<file path="src/rtl/serial2_adder_pkg.sv">
// Shared types and constants for the 2-bit-per-cycle serial adder.
package serial2_adder_pkg;

  localparam int unsigned DEFAULT_WIDTH = 32'd8;

  typedef enum logic [1:0] {
    IDLE = 2'b00,
    RUN  = 2'b01,
    DONE = 2'b10
  } state_e;

  // Step counter width; a 2-bit operand still needs a 1-bit counter.
  function automatic int unsigned cnt_width(input int unsigned w);
    return (w / 32'd2 > 32'd1) ? $clog2(w / 32'd2) : 32'd1;
  endfunction

endpackage

</file>
<file path="src/rtl/serial2_adder_add2_slice.sv">
// Combinational 2-bit ripple adder slice used once per serial step.
module add2_slice (
  input  logic [1:0] a,
  input  logic [1:0] b,
  input  logic       cin,
  output logic [1:0] s,
  output logic       cout
);

  logic c1_s;

  // Two chained full adders.
  always_comb begin
    s[0]  = a[0] ^ b[0] ^ cin;
    c1_s  = (a[0] & b[0]) | (a[0] & cin) | (b[0] & cin);
    s[1]  = a[1] ^ b[1] ^ c1_s;
    cout  = (a[1] & b[1]) | (a[1] & c1_s) | (b[1] & c1_s);
  end

endmodule

</file>
<file path="src/rtl/serial2_adder.sv">
// Serial adder processing two bits per clock with valid/ready handshakes.
// Optional carry-in port enabled by defining SERIAL2_ADDER_CIN_EN.
module serial2_adder
  import serial2_adder_pkg::*;
#(
  parameter int unsigned WIDTH = DEFAULT_WIDTH
) (
  input  logic             clk,
  input  logic             rst,
  input  logic             in_valid,
  output logic             in_ready,
  input  logic [WIDTH-1:0] in_a,
  input  logic [WIDTH-1:0] in_b,
`ifdef SERIAL2_ADDER_CIN_EN
  input  logic             in_cin,
`endif
  output logic             out_valid,
  input  logic             out_ready,
  output logic [WIDTH-1:0] out_sum,
  output logic             out_cout
);

  localparam int unsigned CW = cnt_width(WIDTH);
  localparam logic [CW-1:0] LAST_STEP = CW'(WIDTH / 32'd2 - 32'd1);

  state_e           state_q, state_d;
  logic [CW-1:0]    cnt_q, cnt_d;
  logic             carry_q, carry_d;
  logic [WIDTH-1:0] a_q, a_d;
  logic [WIDTH-1:0] b_q, b_d;
  logic [WIDTH-1:0] sum_q, sum_d;
  logic [1:0]       slice_s;
  logic             slice_cout_s;
  logic             cin_seed_s;
  logic [WIDTH+1:0] sum_shift_s;

`ifdef SERIAL2_ADDER_CIN_EN
  assign cin_seed_s = in_cin;
`else
  assign cin_seed_s = 1'b0;
`endif

  add2_slice u_slice (
    .a    (a_q[1:0]),
    .b    (b_q[1:0]),
    .cin  (carry_q),
    .s    (slice_s),
    .cout (slice_cout_s)
  );

  // New sum bits enter at the top so the LSB pair lands at bit 0 after the last step.
  assign sum_shift_s = {slice_s, sum_q} >> 2;

  // Next-state and datapath update.
  always_comb begin
    state_d = state_q;
    cnt_d   = cnt_q;
    carry_d = carry_q;
    a_d     = a_q;
    b_d     = b_q;
    sum_d   = sum_q;
    case (state_q)
      IDLE: begin
        if (in_valid) begin
          a_d     = in_a;
          b_d     = in_b;
          carry_d = cin_seed_s;
          cnt_d   = '0;
          state_d = RUN;
        end else begin
          state_d = IDLE;
        end
      end
      RUN: begin
        a_d     = a_q >> 2;
        b_d     = b_q >> 2;
        sum_d   = sum_shift_s[WIDTH-1:0];
        carry_d = slice_cout_s;
        if (cnt_q == LAST_STEP) begin
          state_d = DONE;
        end else begin
          cnt_d = cnt_q + CW'(1);
        end
      end
      DONE: begin
        if (out_ready) begin
          state_d = IDLE;
        end else begin
          state_d = DONE;
        end
      end
      default: begin
        state_d = IDLE;
      end
    endcase
  end

  // State and datapath registers.
  always_ff @(posedge clk or posedge rst) begin
    if (rst) begin
      state_q <= IDLE;
      cnt_q   <= '0;
      carry_q <= 1'b0;
      a_q     <= '0;
      b_q     <= '0;
      sum_q   <= '0;
    end else begin
      state_q <= state_d;
      cnt_q   <= cnt_d;
      carry_q <= carry_d;
      a_q     <= a_d;
      b_q     <= b_d;
      sum_q   <= sum_d;
    end
  end

  assign in_ready  = (state_q == IDLE);
  assign out_valid = (state_q == DONE);
  assign out_sum   = sum_q;
  assign out_cout  = carry_q;

endmodule

</file>
<file path="config.mk">
export PLATFORM = sky130hd
export DESIGN_NAME = serial2_adder
export DESIGN_NICKNAME = d
export VERILOG_FILES = /design/src/rtl/serial2_adder_pkg.sv /design/src/rtl/serial2_adder_add2_slice.sv /design/src/rtl/serial2_adder.sv
export SDC_FILE = /design/constraint.sdc
export NUM_CORES = 1
export LEC_CHECK = 0
export CORE_MARGIN = 4
export CORE_UTILIZATION = 50
export DETAILED_ROUTE_END_ITERATION = 8
export DONT_BUFFER_PORTS = 1
export GPL_ROUTABILITY_DRIVEN = 0
export PLACE_DENSITY = 0.62
export SKIP_LAST_GASP = 1
export SYNTH_ARGS = -nofsm -noshare
export SYNTH_HDL_FRONTEND = slang
export SYNTH_SLANG_ARGS = --single-unit
</file>
<file path="constraint.sdc">
create_clock -name clk -period 2.4 [get_ports clk]
set_input_delay 0.24 -clock clk [delete_from_list [all_inputs] [get_ports clk]]
set_output_delay 0.24 -clock clk [all_outputs]
set_load 0.03 [all_outputs]
</file>
Yosys cells after proc, flatten, opt, wreduce, memory -nomap -nowiden
Cells that the tools add are included.
- output and inout bits: 11
- logic and storage cells: 44
- flip-flop bits (word level): 29
- multiplexer cells: 13
- bitwise operators: 14
- add/sub/neg operators: 1
- equality and inequality tests: 6
- reductions and logical operators: 4
- operator list (kind ; number):
    case mux 8 bit (2 select lines) ; 2
    two-way mux 8 bit ; 2
    two-way mux 2 bit ; 4
    bitwise AND 1 bit ; 6
    != test 2 bit (second input constant) ; 3
    case mux 2 bit (3 select lines) ; 1
    equality test 2 bit (second input constant) ; 2
    OR 1 bit ; 4
    case mux 2 bit (2 select lines) ; 1
    XOR 1 bit ; 4
    AND reduction 3 bit ; 1
    adder 2 x 1 -> 2 bit (second input constant) ; 1
    equality test 2 x 1 -> 1 bit (second input constant) ; 1
    logical NOT 2 bit ; 1
    two-way mux 1 bit ; 2
    case mux 1 bit (2 select lines) ; 1
    AND reduction 2 bit ; 1
    nonzero test 2 bit ; 1

Longest topological paths before layout
Gate-level depths: netlist (run 1).
- depth after elaboration: 7
- mapped depth: 6
- depth with buffers taken out: 6

Modules after synthesis
Synthesis (run 1) repeated with hierarchy kept, for this count alone.
- cells, all modules: 130
- area, all modules: 1530.2 µm²
- by module, submodules not included (module ; area each (µm²) ; cells each ; times used):
    serial2_adder ; 1460.2 ; 120 ; 1
    add2_slice ; 70.1 ; 10 ; 1

Worst setup path before layout (run 1)
Ideal clock, no wire load.
- path kind: reg-to-reg
- from: reg carry_q (netlist: out_cout)
- to: reg sum_q[7] (netlist: out_sum[7])
- slack: 0.710 ns
- path buffers: 0
- setup time: 0.117 ns
- arrival: 1.574 ns
- cell stages (with the launch flop): 7
- data required time: 2.283 ns
- cells stage by stage: dfrtp_1 inv_1 fa_1 inv_1 fa_1 nand2_1 nand2_1
- word-level cells in the longest chain between the ends: 4
- elaborated cells on any way between the ends: 5
- classes of those cells: bitwise (5)
- RTL lines (element ; RTL line ; RTL):
    start, declared ; serial2_adder.sv:28 ; logic carry_q, carry_d;
    start signal, assigned ; serial2_adder.sv:110 ; carry_q <= carry_d;
    bitwise AND 1 bit ; serial2_adder_add2_slice.sv:15 ; c1_s = (a[0] & b[0]) | (a[0] & cin) | (b[0] & cin);
    OR 1 bit ; serial2_adder_add2_slice.sv:15 ;
    OR 1 bit (*) ; serial2_adder_add2_slice.sv:15 ;
    XOR 1 bit (*) ; serial2_adder_add2_slice.sv:16 ; s[1] = a[1] ^ b[1] ^ c1_s;
    named net slice_s[1] ; serial2_adder.sv:32 ; logic [1:0] slice_s;
    end signal, assigned ; serial2_adder.sv:113 ; sum_q <= sum_d;
    end, declared ; serial2_adder.sv:31 ; logic [WIDTH-1:0] sum_q, sum_d;
Mark *: on every way through the listed nets, which the timed path passes. The rest lies on a longest branch.
A chain may end at the register's enable or synchronous reset.

Worst setup path in the final report (run 1)
- from: reg state_q[1]
- to: out out_valid
- word-level cells in the longest chain between the ends: 1
- RTL lines (element ; RTL line ; RTL):
    start, declared ; serial2_adder.sv:26 ; state_e state_q, state_d;
    start signal, assigned ; serial2_adder.sv:108 ; state_q <= state_d;
    equality test 2 bit ; serial2_adder.sv:118 ; assign out_valid = (state_q == DONE);
    end, declared ; serial2_adder.sv:17 ; output logic out_valid,
No other way between the ends.

==> summary.md, run 1 <==
| Metric | Value |
|---|---|
| Initial antenna violation count | `0` |
| Distinct cells, synth | `31` |
| Wirelength per Cell | `15.8 microns` |
| Sw power | `1.02 mW` |
| Pin count of the biggest net entering global routing | `30` |
| CTS root buf | `clkbuf_4` |
| Synth area leader | `dfrtp_1` |
| CP startpoint kind | `flip-flop` |
| DRC | `0` |
| CTS Sinks | `29` |
| Mapped Cells | `138` |
| Core box area | `2540 sq um` |
| #FFs+latches synth | `29` |
| Seq pwr share | `0.494` |
| Power Total | `2.19 mW` |
| Post-DP HPWL | `1890 microns` |
| Comb pwr share | `0.382` |
| Mux contribution to synthesized area | `0` |
| RSZ-0062 raised after global routing | `false` |
| Final Setup Violations | `0` |
| Die Footprint | `3670 sq um` |
| TritonCTS Buffers | `5` |
| Min-Delay Path Class | `in2reg` |
| Leading cell type in the layout, fill and taps excluded | `dfrtp_1` |
| Period utilization | `0.823` |
| Worst-path clk slew | `0.09 ns` |
| Synth area leaders | `dfrtp_1 (53%), nand2_1 (7.3%), o22ai_1 (6.8%), a21oi_1 (4.0%), fa_1 (2.9%)` |
| CP top delay family | `flip-flops` |
| Initial Utilization | `0.543` |
| Peak supply drop | `0.769 mV` |
| Met2 usage | `0.244` |
| PwrDens | `1540 nW/um^2` |
| Pint | `1.17 mW` |
| Post-Synth Adder-Cell Area | `0.0380` |
| Sw frac | `0.465` |
| Drt pass-1 iters | `4` |
| Outcome | `finished, final reports clean` |
| Total I/O pin count | `31` |
| First-pass GRT wire length | `4470 microns` |
| Placement row count | `18` |
| Final WL | `2680 microns` |
| Fraction of layout cells with a size suffix above 1 | `0.107` |
| Crit-path slowest cell | `dfrtp_1` |
| Detail-routed via count per cell | `5.98` |
| Nets | `162` |
| CTS tree | `built` |
| Antenna fix cells | `0` |
| Clk_skew | `0.00753 ns` |
| Most frequent cells in the layout | `dfrtp_1 (29), nand2_1 (27), o22ai_1 (15)` |
| Final ANT Viol Nets | `0` |
| Clock share of power | `0.124` |
| Yosys warns | `0` |
| Longest Clk Path Bufs | `2` |
| Yosys top cell area share | `0.525` |
| Top FF cell, synth | `dfrtp_1` |
| Cell breakdown of the critical path | `inv_1 > nor2_1` |
| Largest family of logic cells by synthesized area | `compound AO/OA/AOI/OAI gates` |
| Compound-Gate Fraction of Synth Area | `0.221` |
| Worst EP arrival | `1.74 ns` |
| Most used routing layer | `met2` |
| Fraction of registers with async set/reset | `1.00` |
| Tmin final | `1.98 ns` |
| Worst setup path class | `reg2out` |
| Area growth, synth to finish | `3.08%` |
| H-Tree Depth | `2` |
| Met3 usage | `0.0702` |
| Total Neg Setup Slack | `0 ns` |
| Total number of vias | `1017` |
| Total grt overflow | `0` |
| Met1 Usage GRT | `0.223` |
| Relative slew slack | `0.515` |
| # port buffers | `0` |
| Final Slew Violations | `0` |
| GRT Overall Usage | `0.166` |
| Syn nets | `161` |
| CP bufs+invs | `1` |
| Max incr delay on CP | `0.61 ns` |
| Post-synth EDFFs | `0` |
| Pleak | `0.644 nW` |
| Chip Height | `60.6 microns` |
| Worst setup EP type | `output pin` |
| Worst skew pair latency | `0.32 ns` |
| Final Hold Vio Count | `0` |
| Die W | `60.6 microns` |
| Postcts setup bufs | `0` |
| Vias in the first global route | `960` |
| Register area share after synthesis | `0.525` |
| Max_cap viols | `0` |
| Synth Area in Simple Gates | `0.138` |
| Syn Area/Cell | `10.0 sq um` |
| Post-synthesis xor/xnor area fraction | `0` |
| FF/Latch Area | `726 sq um` |
| Slew at the pin closest to its max-slew limit | `0.728 ns` |
| Fillers | `233` |
| Post-CTS Resized | `0` |
| Fmax | `0.506 GHz` |
| Syn Std Cell Area | `1380 sq um` |
| Multi-input gate area | `548 sq um` |
| CTS Hold Bufs | `2` |
| Req. time, crit path | `2.16 ns` |
| DRT iter0 DRCs | `67` |
| Critical-path maximum fanout | `15` |
==> metrics by stage <==
step	setup slack, ns	utilization	hold slack (ns)	area [sq um]	instances
2_1_floorplan	0.710	-	0.318	1380	138
3_3_place_gp	0.666	0.531	0.218	1350	160
3_5_place_dp	0.607	0.531	0.222	1350	160
4_1_cts	0.375	0.559	0.0468	1420	170
5_1_grt	0.303	0.559	0.0531	1420	170
6_report	0.425	0.559	0.0578	1420	170
==> worst register-to-register path, delay by kind of cell (launching register included) <==
family                   cells  cell delay [ns]
adder cells (fa/ha/maj)      2             0.83
flip-flops                   1             0.52
AND/OR/NAND/NOR              2             0.12
buffers and inverters        2             0.22
==> path summary, 6_finish.rpt <==
check / end / depth (start not counted) / start / slack (ns)
worst min register to register: a_q[6] / 1 / a_q[6] / 0.50
max in group asynchronous: a_q[5] / 3 / rst / 1.70
worst max register to register: out_sum[7] / 6 / out_cout / 0.61
worst max-delay path: out_valid / 2 / state_q[1] / 0.42
min in group asynchronous: out_sum[2] / 3 / rst / 0.43
worst min-delay path: b_q[7] / 2 / in_b[7] / 0.06
==> power by group through the flow <==
stage | Combinational (mW) | Sequential (mW) | Clock (mW)
after floorplan | 0.838 | 1.01 | 0
after global placement | 0.802 | 1.09 | 0
after detailed placement | 0.838 | 1.10 | 0
after CTS | 0.845 | 1.09 | 0.281
after global routing | 0.967 | 1.12 | 0.312
final | 0.837 | 1.08 | 0.273
==> sequential cells by signal (all words and copies together) (netlist names) <==
register / cells
cnt_q: 2
out_sum: 8
a_q: 8
out_cout: 1
b_q: 8
state_q: 2
==> cell families (layout without fill, tap and decap cells) <==
kind of cell	after synthesis	in the layout
and+or+nand+nor	42	42
buffers and inverters	18	20
AOI/OAI and AO/OA	46	46
DFF	29	29
adders and majority gates	3	3
==> cell type report <==
cell class	count	area share
clock inverter	2	0.00703
multi-input combinational	91	0.385
clock buffer	6	0.0290
timing repair buffer	3	0.0193
inverter	9	0.0237
sequential	29	0.510
tap	30	0.0264
==> cell usage after synthesis (2+ instances only) <==
library cell   n
buf_6          3
o2bb2ai_1      2
inv_1          8
fa_1           2
nor2_2         2
nand2b_1       2
nor2b_1        2
o21ai_0        7
dfrtp_1       29
nor2_1         3
o22ai_1       15
nor3b_1        2
buf_2          5
nand2_1       27
o22a_1         2
nor3_1         2
a21oi_1       11
==> per-layer routing <==
metal	part of all wire	wire length, microns
met5	0	0
met4	0.0045	12
met2	0.47	1270
met1	0.45	1200
met3	0.071	191
(Power assumes the default switching activity.)
==> inputs of run 2 (changes only) <==
Settings changed: PLACE_DENSITY 0.62 to 0.65.
Clock period 2.4 ns to 1.61 ns, I/O delays scaled along.
==> summary.md, run 2 (synthesis results as in run 1) <==
| Metric | Value |
|---|---|
| Outcome | `finished, final reports clean` |
| Core box area | `2540 sq um` |
| Initial antenna violation count | `0` |
| Setup WS pre-CTS | `0.102 ns` |
| Slew at the pin closest to its max-slew limit | `0.637 ns` |
| Initial Utilization | `0.543` |
| CTS root buf | `clkbuf_4` |
| Setup ws final | `0.0980 ns` |
| CTS tree | `built` |
| Total I/O pin count | `31` |
| Fillers | `227` |
| # port buffers | `0` |
| DRT iter0 DRCs | `27` |
| DRC | `0` |
| Post-CTS Resized | `0` |
| Most frequent cells in the layout | `dfrtp_1 (28), nand2_1 (27), o22ai_1 (15)` |
| Fraction of layout cells with a size suffix above 1 | `0.152` |
| Total Neg Setup Slack | `0 ns` |
| Pin count of the biggest net entering global routing | `30` |
| RSZ-0062 raised after global routing | `false` |
| Worst EP arrival | `1.74 ns` |
| Fmax | `0.661 GHz` |
| Chip Height | `60.6 microns` |
| Worst skew pair latency | `0.33 ns` |
| Nets | `173` |
| Postcts setup bufs | `0` |
| Relative slew slack | `0.574` |
| Wirelength per Cell | `15.4 microns` |
| Period utilization | `0.939` |
| Tmin final | `1.51 ns` |
| Placement row count | `18` |
| H-Tree Depth | `2` |
| Total grt overflow | `0` |
| Final Setup Violations | `0` |
| Final Hold Vio Count | `0` |
| Antenna fix cells | `0` |
| CTS Sinks | `29` |
| Final ANT Viol Nets | `0` |
| Total number of vias | `1040` |
| Die Footprint | `3670 sq um` |
| Max incr delay on CP | `0.40 ns` |
| Final WL | `2780 microns` |
| Final instance area | `1520 sq um` |
| PwrDens | `2240 nW/um^2` |
| GRT Overall Usage | `0.177` |
| Drt pass-1 iters | `4` |
| Area growth, synth to finish | `9.87%` |
| Pleak | `0.695 nW` |
| Peak supply drop | `1.16 mV` |
| CTS Hold Bufs | `6` |
| First-pass GRT wire length | `4690 microns` |
| Dpl cell area | `1410 sq um` |
| Detail-routed via count per cell | `5.75` |
| Cell breakdown of the critical path | `inv_1 > fa_1 > inv_1 > fa_1 > nand2_1 > nand2_1` |
| Critical-path maximum fanout | `2` |
| Min-Delay Path Class | `in2reg` |
| Worst setup EP type | `flip-flop` |
| Clk_skew | `0.00786 ns` |
| Max_cap viols | `0` |
| Worst-path clk slew | `0.09 ns` |
| Vias in the first global route | `1060` |
| CP startpoint kind | `flip-flop` |
| TritonCTS Buffers | `5` |
| Longest Clk Path Bufs | `2` |
| Post-DP HPWL | `1940 microns` |
| Crit-path slowest cell | `fa_1` |
| Die W | `60.6 microns` |
| Req. time, crit path | `1.84 ns` |
| Leading cell type in the layout, fill and taps excluded | `dfrtp_1` |
| Power Total | `3.40 mW` |
| Worst setup path class | `reg2reg` |
| Final Slew Violations | `0` |
[run 2: cell types whose count changed in the layout (fill, tap and decap cells not counted)]
cell	before	now
dlygate4sd3_1	2	6
dfrtp_1	29	28
buf_4	1	8
dfrtp_2	0	1
[run 2: power by group]
group / leakage, nW / internal (mW) / switching, mW
Clock: 0.0320 / 0.166 / 0.249
Sequential: 0.356 / 1.08 / 0.445
Combinational: 0.307 / 0.614 / 0.847
Total: 0.695 / 1.86 / 1.54
[run 2: through the flow]
stage | utilization | hold slack (ns) | instances
floorplan | - | 0.239 | 138
global placement | 0.553 | 0.142 | 167
CTS | 0.596 | 0.0298 | 181
finish | 0.596 | 0.0406 | 181
detailed placement | 0.553 | 0.149 | 167
global route | 0.596 | 0.0406 | 181
[run 2: critical path: cells and delay by family, from the launching register on]
kind,cells,cell delay (ns)
buffers and inverters,2,0.14
and+or+nand+nor,2,0.12
adders and majority gates,2,0.80
DFF,1,0.36
[run 2: final timing paths]
kind                           from         end  slack, ns  cells after the start
min in group asynchronous       rst  out_sum[1]       0.34                      3
max in group asynchronous       rst    out_cout       0.98                      3
setup reg to reg           out_cout  out_sum[7]        0.1                      6
hold / removal              in_b[4]      b_q[4]       0.04                      2
hold reg to reg              a_q[6]      a_q[6]       0.50                      1
setup / recovery           out_cout  out_sum[7]        0.1                      6
[run 2: cell type report]
class                   instances  area, sq um  area share
flip-flops and latches         29          727       0.479
multi-input cells              91          548       0.361
repair buffers                 14          120      0.0791
clock buffers                   6         41.3      0.0272
well taps                      30         37.5      0.0247
inverters                       9         33.8      0.0223
clock inverters                 2         10.0     0.00660
[run 2: metal layers]
layer | part of all wire | vias to the layer above | global-route usage
li1 | - | 505 | -
met1 | 0.43 | 495 | 0.212
met2 | 0.49 | 34 | 0.281
met3 | 0.068 | 6 | 0.0766
met4 | 0.012 | 0 | 0.0712
met5 | 0 | - | 0
==> inputs of run 3 (changes only) <==
Settings changed: CORE_UTILIZATION 50 to 30, PLACE_DENSITY 0.65 to 0.42.
==> summary.md, run 3 (synthesis results as in run 1) <==
| Metric | Value |
|---|---|
| Outcome | `finished, final reports clean` |
| # port buffers | `0` |
| Final instance area | `1540 sq um` |
| Setup crit end | `in_ready` |
| Peak supply drop | `0.797 mV` |
| CP bufs+invs | `2` |
| Area growth, synth to finish | `11.4%` |
| Cell breakdown of the critical path | `buf_4 > nor2_2 > buf_4` |
| Max_cap viols | `0` |
| Total I/O pin count | `31` |
| Fmax | `0.667 GHz` |
| Drt pass-1 iters | `4` |
| R2R setup slack | `0.13 ns` |
| Fraction of layout cells with a size suffix above 1 | `0.170` |
| CTS root buf | `clkbuf_8` |
| Worst-path clk slew | `0.06 ns` |
| Worst EP arrival | `1.34 ns` |
| Wirelength per Cell | `15.5 microns` |
| Pint | `1.99 mW` |
| CP top delay family | `flip-flops` |
| Crit-path slowest cell | `dfrtp_1` |
| Worst reg2reg path endpoint | `out_sum[7]` |
| Placement row count | `24` |
| Reg2Reg Depth | `6` |
| Non-filler cells, final | `199` |
| Worst skew pair latency | `0.27 ns` |
| Initial Utilization | `0.313` |
| Relative slew slack | `0.601` |
| RSZ-0062 raised after global routing | `false` |
| Total Neg Setup Slack | `0 ns` |
| Pin count of the biggest net entering global routing | `30` |
| Post-DP HPWL | `2220 microns` |
| Worst setup startpoint | `state_q[1]` |
| Slew at the pin closest to its max-slew limit | `0.597 ns` |
| Longest Clk Path Bufs | `2` |
| Period utilization | `0.931` |
| Pleak | `0.689 nW` |
| Chip Height | `75.9 microns` |
| Req. time, crit path | `1.45 ns` |
| Initial antenna violation count | `0` |
| Die W | `75.9 microns` |
| DRC | `0` |
| Worst setup EP type | `output pin` |
| Nets | `169` |
| CP startpoint kind | `flip-flop` |
| CTS Sinks | `29` |
| PwrDens | `2320 nW/um^2` |
| Worst setup path class | `reg2out` |
| Comb pwr share | `0.404` |
| Total number of vias | `1043` |
| Final Slew Violations | `0` |
| Antenna fix cells | `0` |
| H-Tree Depth | `2` |
| Cell count along the critical path | `3` |
| Post-Place Cells | `189` |
| Final Setup Violations | `0` |
| Detail-routed via count per cell | `5.24` |
| Dpl cell area | `1430 sq um` |
| Most frequent cells in the layout | `dfrtp_1 (28), nand2_1 (27), o22ai_1 (15)` |
| CTS tree | `built` |
| Core Util, Final | `0.349` |
| DRT iter0 DRCs | `34` |
| Clk_skew | `0.00584 ns` |
| Postcts setup bufs | `0` |
| Tmin final | `1.50 ns` |
| Clock share of power | `0.155` |
| Sw power | `1.58 mW` |
| Final WL | `3080 microns` |
| Crit-path most repeated cell | `buf_4` |
| Final Hold Vio Count | `0` |
| Die Footprint | `5750 sq um` |
| Sw frac | `0.442` |
| Leading cell type in the layout, fill and taps excluded | `dfrtp_1` |
| Min-Delay Path Class | `in2reg` |
| Vias in the first global route | `1095` |
| Final ANT Viol Nets | `0` |
| Max incr delay on CP | `0.52 ns` |
| Reg2reg start | `out_cout` |
| Core box area | `4410 sq um` |
| Total grt overflow | `0` |
| Critical-path maximum fanout | `12` |
| Seq pwr share | `0.440` |
| TritonCTS Buffers | `5` |
| GRT Overall Usage | `0.119` |
| First-pass GRT wire length | `5050 microns` |
==> run 3: through the flow <==
step,total power [mW],hold slack [ns],setup slack (ns)
5_1_grt,3.89,0.0190,0.0205
3_3_place_gp,2.98,0.151,0.110
6_report,3.58,0.0269,0.111
2_1_floorplan,2.76,0.239,0.00754
3_5_place_dp,3.05,0.152,0.0836
4_1_cts,3.63,0.0194,0.0663
==> run 3: worst register-to-register path, cell delays in order (launching register included) <==
cell and delay [ns]:
dfrtp_2 0.35, inv_1 0.07, fa_2 0.39, inv_2 0.06, fa_1 0.39, nand2_1 0.06
nand2_1 0.05
==> run 3: power groups by stage <==
stage,combinational [mW],sequential [mW],clock (mW)
global placement,1.40,1.58,0
global route,1.63,1.63,0.622
detailed placement,1.46,1.59,0
CTS,1.46,1.58,0.587
floorplan,1.25,1.51,0
finish,1.45,1.58,0.555
==> run 3: area by class of cell <==
cell class | instances | area, sq um
timing repair buffer | 10 | 80.1
sequential | 29 | 727
clock buffer | 6 | 72.6
multi-input combinational | 91 | 551
inverter | 9 | 33.8
clock inverter | 2 | 10.0
fill | 459 | 2880
tap | 52 | 65.1
==> run 3: how the worst min path moves through the flow <==
stage / from / slack [ns] / cells past startpoint / end
global route: in_a[7] / 0.02 / 2 / a_q[7]
detailed placement: rst / 0.15 / 2 / out_sum[3]
CTS: in_a[7] / 0.02 / 2 / a_q[7]
floorplan: rst / 0.24 / 1 / a_q[0]
finish: in_a[7] / 0.03 / 2 / a_q[7]
global placement: rst / 0.15 / 2 / out_sum[1]
==> run 3: per-layer routing <==
metal / track usage / vias to the layer above / part of all wire
met2: 0.194 / 44 / 0.48
met3: 0.0488 / 5 / 0.095
li1: - / 499 / -
met1: 0.140 / 495 / 0.41
met5: 0 / - / 0
met4: 0.0466 / 0 / 0.011
==> run 3: timing repair <==
item / in CTS / in global routing
hold buffers: 2 / 0
setup endpoints to repair: 0 / 1
gates resized for setup: 0 / 2
hold endpoints to repair: 30 / 0
